## config.mk

```make
export PLATFORM = sky130hd
export DESIGN_NAME = cut_host_streamer_flat
export DESIGN_NICKNAME = d
export VERILOG_FILES = /design/src/rtl/cut_host_streamer_if.sv /design/src/rtl/cut_host_streamer.sv /design/src/flat_wrapper.sv
export SDC_FILE = /design/constraint.sdc
export NUM_CORES = 1
export LEC_CHECK = 0
export BUFFER_PORTS_ARGS = -buffer_cell sky130_fd_sc_hd__buf_2
export CAP_MARGIN = 20
export CORE_ASPECT_RATIO = 1.1
export CORE_MARGIN = 5
export CORE_UTILIZATION = 45
export CTS_BUF_LIST = sky130_fd_sc_hd__clkbuf_4 sky130_fd_sc_hd__clkbuf_8
export CTS_CLUSTER_SIZE = 20
export DETAILED_ROUTE_END_ITERATION = 12
export MAX_ROUTING_LAYER = met4
export PLACE_DENSITY = 0.74
export SLEW_MARGIN = 25
export SYNTH_ARGS = -nofsm -noshare
export SYNTH_HDL_FRONTEND = slang
export SYNTH_SLANG_ARGS = --single-unit
```

## constraint.sdc

```tcl
create_clock -name clk -period 2.55 [get_ports clk]
set_input_delay 0.51 -clock clk [delete_from_list [all_inputs] [get_ports clk]]
set_output_delay 0.51 -clock clk [all_outputs]
set_load 0.02 [all_outputs]
```

## src/rtl/cut_host_streamer_if.sv

```systemverilog
`default_nettype none
// ============================================================================
// Module   : cut_host_streamer_if
// Purpose  : Bundles the vector-memory read port, the CUT input/output
//            handshake and the result-memory write port of the host streamer.
// Revision : 1.0  initial release
// ============================================================================
interface cut_host_streamer_if #(
    parameter int DATA_W = 16,
    parameter int N_IN   = 48,
    parameter int N_OUT  = 16
);
    logic                      vec_rd_en;
    logic [$clog2(N_IN)-1:0]   vec_addr;
    logic [DATA_W-1:0]         vec_data;
    logic                      re_i;
    logic                      val_input;
    logic [DATA_W-1:0]         din;
    logic                      we;
    logic [DATA_W-1:0]         dout;
    logic                      res_we;
    logic [$clog2(N_OUT)-1:0]  res_addr;
    logic [DATA_W-1:0]         res_data;

    // Streamer side
    modport master (
        output vec_rd_en, vec_addr,
        input  vec_data,
        input  re_i,
        output val_input, din,
        input  we, dout,
        output res_we, res_addr, res_data
    );

    // Memories / CUT side
    modport slave (
        input  vec_rd_en, vec_addr,
        output vec_data,
        output re_i,
        input  val_input, din,
        output we, dout,
        input  res_we, res_addr, res_data
    );
endinterface
`default_nettype wire

```

## src/rtl/cut_host_streamer.sv

```systemverilog
`default_nettype none
// ============================================================================
// Module   : cut_host_streamer
// Purpose  : Streams one N_IN-word vector from the vector memory into the CUT
//            (paced by re_i), then captures N_OUT result words from the CUT
//            into the result memory, with a timeout on the result phase.
// Revision : 1.0  initial release
// ============================================================================
module cut_host_streamer #(
    parameter int DATA_W  = 16,
    parameter int N_IN    = 48,
    parameter int N_OUT   = 16,
    parameter int TIMEOUT = 1023
) (
    input  wire logic           clk,
    input  wire logic           rst,
    input  wire logic           start,
    output logic                busy,
    output logic                done,
    output logic                timeout_err,
    cut_host_streamer_if.master bus
);
    localparam int AW_IN  = $clog2(N_IN);
    localparam int CW_IN  = $clog2(N_IN + 1);
    localparam int AW_OUT = $clog2(N_OUT);
    localparam int CW_OUT = $clog2(N_OUT + 1);
    localparam int TW     = $clog2(TIMEOUT + 1);

    localparam logic [CW_IN-1:0]  N_IN_C   = CW_IN'(N_IN);
    localparam logic [CW_OUT-1:0] N_OUT_C  = CW_OUT'(N_OUT);
    localparam logic [CW_OUT-1:0] LAST_CAP = CW_OUT'(N_OUT - 1);
    localparam logic [TW-1:0]     TMO_LAST = TW'(TIMEOUT - 1);

    typedef enum logic [2:0] {
        S_IDLE     = 3'd0,
        S_SEND     = 3'd1,
        S_WAIT_RES = 3'd2,
        S_RECV     = 3'd3,
        S_DONE     = 3'd4
    } state_t;

    state_t              state, state_nxt;
    logic [CW_IN-1:0]    fetch_cnt;
    logic [CW_IN-1:0]    send_cnt;
    logic                rd_pending;
    logic                hold_valid;
    logic [DATA_W-1:0]   hold_data;
    logic [CW_OUT-1:0]   cap_cnt;
    logic [TW-1:0]       tmo_cnt;
    logic                val_input_q;
    logic [DATA_W-1:0]   din_q;
    logic                res_we_q;
    logic [AW_OUT-1:0]   res_addr_q;
    logic [DATA_W-1:0]   res_data_q;

    logic                start_ok;
    logic                in_res_phase;
    logic                consume;
    logic                issue;
    logic                capture;
    logic                last_capture;
    logic                tmo_hit;

    assign start_ok     = start && ((state == S_IDLE) || (state == S_DONE));
    assign in_res_phase = (state == S_WAIT_RES) || (state == S_RECV);
    // The held word moves to the CUT whenever the CUT is ready for it.
    assign consume      = (state == S_SEND) && hold_valid && bus.re_i;
    // A fetch may only be launched when the word it returns is guaranteed a
    // free hold slot: nothing in flight, and hold empty or leaving now.
    assign issue        = (state == S_SEND) && (fetch_cnt != N_IN_C) && !rd_pending
                          && (!hold_valid || consume);
    assign capture      = in_res_phase && bus.we && (cap_cnt != N_OUT_C);
    assign last_capture = capture && (cap_cnt == LAST_CAP);
    assign tmo_hit      = in_res_phase && (tmo_cnt == TMO_LAST);

    assign busy          = (state == S_SEND) || in_res_phase;
    assign done          = (state == S_DONE);
    assign bus.vec_rd_en = issue;
    assign bus.vec_addr  = fetch_cnt[AW_IN-1:0];
    assign bus.val_input = val_input_q;
    assign bus.din       = din_q;
    assign bus.res_we    = res_we_q;
    assign bus.res_addr  = res_addr_q;
    assign bus.res_data  = res_data_q;

    // State register
    always_ff @(posedge clk or negedge rst) begin
        if (!rst) state <= S_IDLE;
        else      state <= state_nxt;
    end

    // Next-state decode; a final capture takes priority over a timeout
    always_comb begin
        state_nxt = state;
        case (state)
            S_IDLE:     if (start_ok) state_nxt = S_SEND;
            S_SEND:     if (val_input_q && (send_cnt == N_IN_C)) state_nxt = S_WAIT_RES;
            S_WAIT_RES: begin
                if (last_capture || tmo_hit) state_nxt = S_DONE;
                else if (capture)            state_nxt = S_RECV;
            end
            S_RECV:     if (last_capture || tmo_hit) state_nxt = S_DONE;
            S_DONE:     if (start_ok) state_nxt = S_SEND;
            default:    state_nxt = S_IDLE;
        endcase
    end

    // Fetch/hold/send datapath, result capture, timeout counter and error flag
    always_ff @(posedge clk or negedge rst) begin
        if (!rst) begin
            fetch_cnt   <= '0;
            send_cnt    <= '0;
            rd_pending  <= 1'b0;
            hold_valid  <= 1'b0;
            hold_data   <= '0;
            cap_cnt     <= '0;
            tmo_cnt     <= '0;
            val_input_q <= 1'b0;
            din_q       <= '0;
            res_we_q    <= 1'b0;
            res_addr_q  <= '0;
            res_data_q  <= '0;
            timeout_err <= 1'b0;
        end else begin
            rd_pending  <= issue;
            val_input_q <= consume;
            res_we_q    <= capture;

            if (issue) fetch_cnt <= fetch_cnt + 1'b1;

            if (rd_pending) begin
                hold_valid <= 1'b1;
                hold_data  <= bus.vec_data;
            end else if (consume) begin
                hold_valid <= 1'b0;
            end

            if (consume) begin
                din_q    <= hold_data;
                send_cnt <= send_cnt + 1'b1;
            end

            if (capture) begin
                res_data_q <= bus.dout;
                res_addr_q <= cap_cnt[AW_OUT-1:0];
                cap_cnt    <= cap_cnt + 1'b1;
            end

            if (in_res_phase) tmo_cnt <= tmo_cnt + 1'b1;
            else              tmo_cnt <= '0;

            if (tmo_hit && !last_capture) timeout_err <= 1'b1;

            if (start_ok) begin
                fetch_cnt   <= '0;
                send_cnt    <= '0;
                cap_cnt     <= '0;
                rd_pending  <= 1'b0;
                hold_valid  <= 1'b0;
                timeout_err <= 1'b0;
            end
        end
    end
endmodule
`default_nettype wire

```

## src/flat_wrapper.sv

```systemverilog
// flat-port wrapper written by rule: the top's interface ports become plain ports
module cut_host_streamer_flat 
#(
    parameter int DATA_W  = 16,
    parameter int N_IN    = 48,
    parameter int N_OUT   = 16,
    parameter int TIMEOUT = 1023
)
  (clk, rst, start, busy, done, timeout_err, bus_vec_rd_en, bus_vec_addr, bus_vec_data, bus_re_i, bus_val_input, bus_din, bus_we, bus_dout, bus_res_we, bus_res_addr, bus_res_data);
  cut_host_streamer_if #(.DATA_W(DATA_W), .N_IN(N_IN), .N_OUT(N_OUT)) bus_i ();
  input  wire logic clk;
  input  wire logic rst;
  input  wire logic start;
  output logic busy;
  output logic done;
  output logic timeout_err;
  output wire logic [$bits(bus_i.vec_rd_en)-1:0] bus_vec_rd_en;
  output wire logic [$bits(bus_i.vec_addr)-1:0] bus_vec_addr;
  input wire logic [$bits(bus_i.vec_data)-1:0] bus_vec_data;
  input wire logic [$bits(bus_i.re_i)-1:0] bus_re_i;
  output wire logic [$bits(bus_i.val_input)-1:0] bus_val_input;
  output wire logic [$bits(bus_i.din)-1:0] bus_din;
  input wire logic [$bits(bus_i.we)-1:0] bus_we;
  input wire logic [$bits(bus_i.dout)-1:0] bus_dout;
  output wire logic [$bits(bus_i.res_we)-1:0] bus_res_we;
  output wire logic [$bits(bus_i.res_addr)-1:0] bus_res_addr;
  output wire logic [$bits(bus_i.res_data)-1:0] bus_res_data;
  assign bus_vec_rd_en = bus_i.vec_rd_en;
  assign bus_vec_addr = bus_i.vec_addr;
  assign bus_i.vec_data = bus_vec_data;
  assign bus_i.re_i = bus_re_i;
  assign bus_val_input = bus_i.val_input;
  assign bus_din = bus_i.din;
  assign bus_i.we = bus_we;
  assign bus_i.dout = bus_dout;
  assign bus_res_we = bus_i.res_we;
  assign bus_res_addr = bus_i.res_addr;
  assign bus_res_data = bus_i.res_data;
  cut_host_streamer #(.DATA_W(DATA_W), .N_IN(N_IN), .N_OUT(N_OUT), .TIMEOUT(TIMEOUT)) u_core (.clk(clk), .rst(rst), .start(start), .busy(busy), .done(done), .timeout_err(timeout_err), .bus(bus_i));
endmodule
```

==> results <==
- Headroom to the max-slew limit came out at 58.1%.
- Summing over every cut layer, the via total after detailed routing is 2641.
- The first global-routing pass estimated 12900 um of wire.
- The most used flip-flop cell after synthesis is sky130_fd_sc_hd__dfrtp_1.
- The setup total negative slack is 0 ns.
- Counting flops with a built-in enable in the synthesized netlist gives 0.
- The top cell type by area accounts for 58.5% of the synthesized area.
- The worst path arrival time is 1.89 ns.
- The min-delay analysis places its worst path in the category in2async.
- The number of setup violations in the final report is 0.
- The final instance area is 0.00450 mm^2.
- After detailed placement, the total cell area comes to 0.00427 mm^2.
- The relative area change from synthesis to final layout is 20.9%.
- The cell sitting at the root of the clock tree is a sky130_fd_sc_hd__clkbuf_8.
- Sorting the synthesized cells by area gives the leading types as sky130_fd_sc_hd__dfrtp_1 (59%), sky130_fd_sc_hd__mux2_2 (9.7%), sky130_fd_sc_hd__nand2_1 (6.6%), sky130_fd_sc_hd__ha_1 (3.0%), sky130_fd_sc_hd__nor2_1 (2.2%).
- The worst hold slack is 0.103 ns.
- Yosys printed 0 warnings.
- In this run the standard cell core region covers 0.00800 mm^2.
- The antenna diode instance count is 0.
- The number of top-level pins is 85.
- The static leakage is 0.00222 uW.
- In the routed layout, each cell is associated on average with a via count of 4.99.
- The hold violation total from the final report is 0.
- The insertion delay to the later sink of the worst-skew pair is 0.35 ns.
- After synthesis, the mean cell area works out to 11.5 um^2.
- The flow ran to the end, and the final reports show no timing, DRC or antenna violations.
- Yosys mapped the design onto 39 distinct sky130hd cell types.
- The total count of max-transition violations in the final report was 0.
- For this run, design rule violations remaining after detail routing come to 0.
- The initial antenna violation count was 0.
- Synthesis produced a netlist whose cell count is 324.
- The CTS tree is yes.
- Setup repair after global routing left no endpoint under its margin.
- The placer congestion estimate is 0.800.
- The share of final-layout standard cells stronger than drive strength 1 is 35.6%.
- The starting density of the core is 46.5%.
- Global routing used 15.7% of the available tracks.
- Counting I/O delays and the setup requirement, the final critical path takes 2.40 ns.
- Max-cap violations in this run came to 0.
- The width of the chip is 96.7 um.
- For the worst setup path, the data required time is 2.04 ns.
- The net count of the finished layout is 462.
- The class of the most critical setup path is reg2out.
- The fraction of registers with async set/reset is 100%.
- The endpoint type of the worst setup path is an output port.
- Power spread over the standard cell area amounts to 1080 mW/mm^2.
- For this block, the initial DRC count from the detailed router was 128.
- The leading cell type by number of instances after synthesis is sky130_fd_sc_hd__dfrtp_1.
- The post-detailed-route wirelength per cell is 13.7 um.
- The clock net in this run drives a total of 87 sinks.
- The longest clock path from root to sink contains 2 buffers.
- The clock-pin slew of the registers on the worst-case setup and hold paths is 0.10 ns.
- The cell area after synthesis is 0.00372 mm^2.
- Of all nets on the critical path, the largest fanout is 7.
- The register area share after synthesis is 58.5%.
- Counting tap cells, the placed design contains a total of 511 instances.
- The worst setup skew after layout is 0.00962 ns.
- The achievable frequency is 417 MHz.
- By count the netlist is led by sky130_fd_sc_hd__dfrtp_1 (87), sky130_fd_sc_hd__nand2_1 (65), sky130_fd_sc_hd__mux2_2 (32).
- The count of fill cells added during filler insertion is 730.
- The residual antenna-violating net count after detailed routing is 0.
- In this run the critical register-to-register path is launched from u_core.state[2]$_DFFE_PN0P_.
- The actual transition at the worst max-transition pin is 0.623 ns.
- The count of cells in the finished layout, fillers not included, comes to 529.
- The critical path starts at u_core.state[1]$_DFFE_PN0P_.
- Counting every net in the synthesized netlist gives 370.
- The worst-case vdd ir drop is 441 uV.
- The synthesized design contains 87 register bits.
- The total of buffers placed on input and output ports is 84.
- The total detailed-routing wirelength is 7270 um.
- The TritonCTS buffer count is 9.
- sky130_fd_sc_hd__dfrtp_1 takes more of the synthesized area than any other cell.
- The number of global-route vias before repair is 2734.
- The final worst-path cycle share is 94.1%.
- CTS built an H-tree with a depth of 3.
- The die outline area is 0.0102 mm^2.
- The largest net degree at the start of global routing is 40.
- The kind of start point of the critical path is a flop.
- After global routing the overflow that remains totals 0.
- The detailed-router iteration count before antenna repair is 4.
- The height of the die is 105 um.
- The half-perimeter wire length after detailed placement is 5360 um.
- The number of rows created at floorplan is 34.
==> power by group <==
part | switching (uW) | leakage, uW | internal [uW]
sequential | 303 | 0.00109 | 1850
combinational | 923 | 0.00102 | 769
clock | 540 | 0.000106 | 479
==> cell type report <==
class	instances	area, um^2	area share, %
inverters	13	48.8	1.08
well taps	108	135	3.00
repair buffers	93	490	10.9
clock buffers	9	124	2.75
multi-input cells	212	1430	31.9
clock inverters	7	88.8	1.97
flip-flops and latches	87	2180	48.4
==> routing by layer <==
metal | track usage [%] | up-vias | routed length, um
met1 | 19.0 | 1295 | 3110
met5 | - | - | 0
met3 | 2.58 | 12 | 262
met2 | 25.8 | 56 | 3740
met4 | 7.52 | 0 | 160
li1 | - | 1278 | -
==> flip-flops by register name, summed over array words and instances, names as in the netlist <==
name / count
u_core.timeout_err: 1
u_core.bus.val_input: 1
u_core.bus.res_we: 1
u_core.send_cnt: 6
u_core.bus.res_data: 16
u_core.state: 3
u_core.tmo_cnt: 10
u_core.bus.vec_addr: 6
u_core.hold_data: 16
u_core.cap_cnt: 5
u_core.hold_valid: 1
u_core.bus.din: 16
u_core.bus.res_addr: 4
u_core.rd_pending: 1
==> cell families after synthesis <==
| kind of cell | Yosys count | share of synthesized area [%] |
|---|---|---|
| AO/OA/AOI/OAI | 25 | 4.41 |
| multiplexers | 37 | 11.2 |
| XOR/XNOR | 13 | 3.06 |
| adder cells (fa/ha/maj) | 9 | 3.03 |
| flip-flops | 87 | 58.5 |
| AND/OR/NAND/NOR | 128 | 16.9 |
| buffers and inverters | 25 | 2.93 |
==> stage by stage <==
step,setup slack (ns),total power [uW],utilization (%)
global placement,0.523,3810,53.4
CTS,0.0810,4920,56.1
finish,0.150,4870,56.2
floorplan,0.592,3330,-
global route,0.0144,5200,56.2
detailed placement,0.480,3890,53.4
==> repair_timing <==
action / 4_1_cts / 5_1_grt
buffers inserted: 0 / 2
endpoints found under the setup margin: 0 / 1
gates resized for setup: 0 / 0
hold buffers: 0 / 0
==> worst paths after layout <==
kind | end | slack [ns] | cells after the start
worst max-delay path | bus_vec_rd_en | 0.15 | 4
worst min-delay path | u_core.hold_data[8]$_DFFE_PN0P_ | 0.10 | 1
worst max register to register | u_core.state[0]$_DFFE_PN0P_ | 0.60 | 4
worst min register to register | u_core.bus.res_data[10]$_DFFE_PN0P_ | 0.48 | 2
max in group asynchronous | u_core.bus.res_data[13]$_DFFE_PN0P_ | 1.80 | 2
min in group clk | u_core.bus.res_data[4]$_DFFE_PN0P_ | 0.35 | 3
==> cells in the final DEF, fill, tap and decap left out, types with 2 or more instances in the layout <==
master	Yosys	layout
sky130_fd_sc_hd__nor3_1	5	5
sky130_fd_sc_hd__nand4_1	4	4
sky130_fd_sc_hd__clkbuf_8	0	9
sky130_fd_sc_hd__nor4_1	5	5
sky130_fd_sc_hd__a211oi_1	2	2
sky130_fd_sc_hd__o21ai_0	8	8
sky130_fd_sc_hd__inv_1	13	13
sky130_fd_sc_hd__mux2i_1	4	4
sky130_fd_sc_hd__or3b_2	2	2
sky130_fd_sc_hd__buf_2	3	83
sky130_fd_sc_hd__a21oi_1	8	8
sky130_fd_sc_hd__xnor2_1	9	9
sky130_fd_sc_hd__inv_8	0	3
sky130_fd_sc_hd__dfrtp_1	87	87
sky130_fd_sc_hd__ha_1	9	9
sky130_fd_sc_hd__nand2_1	65	65
sky130_fd_sc_hd__buf_4	1	10
sky130_fd_sc_hd__mux2_2	32	32
sky130_fd_sc_hd__a22o_1	2	2
sky130_fd_sc_hd__nor2_1	22	22
sky130_fd_sc_hd__nand3_1	9	9
sky130_fd_sc_hd__and3b_1	2	2
sky130_fd_sc_hd__xor2_1	4	4
sky130_fd_sc_hd__a31o_2	2	2
sky130_fd_sc_hd__or3_1	4	4
==> critical path: stages (launching register included) <==
cell and delay [ns]:
sky130_fd_sc_hd__dfrtp_1 0.44, sky130_fd_sc_hd__or3b_1 0.45, sky130_fd_sc_hd__nor3_4 0.23, sky130_fd_sc_hd__a21boi_4 0.24, sky130_fd_sc_hd__buf_2 0.19
Note: power is estimated with default switching activity, not from simulation.
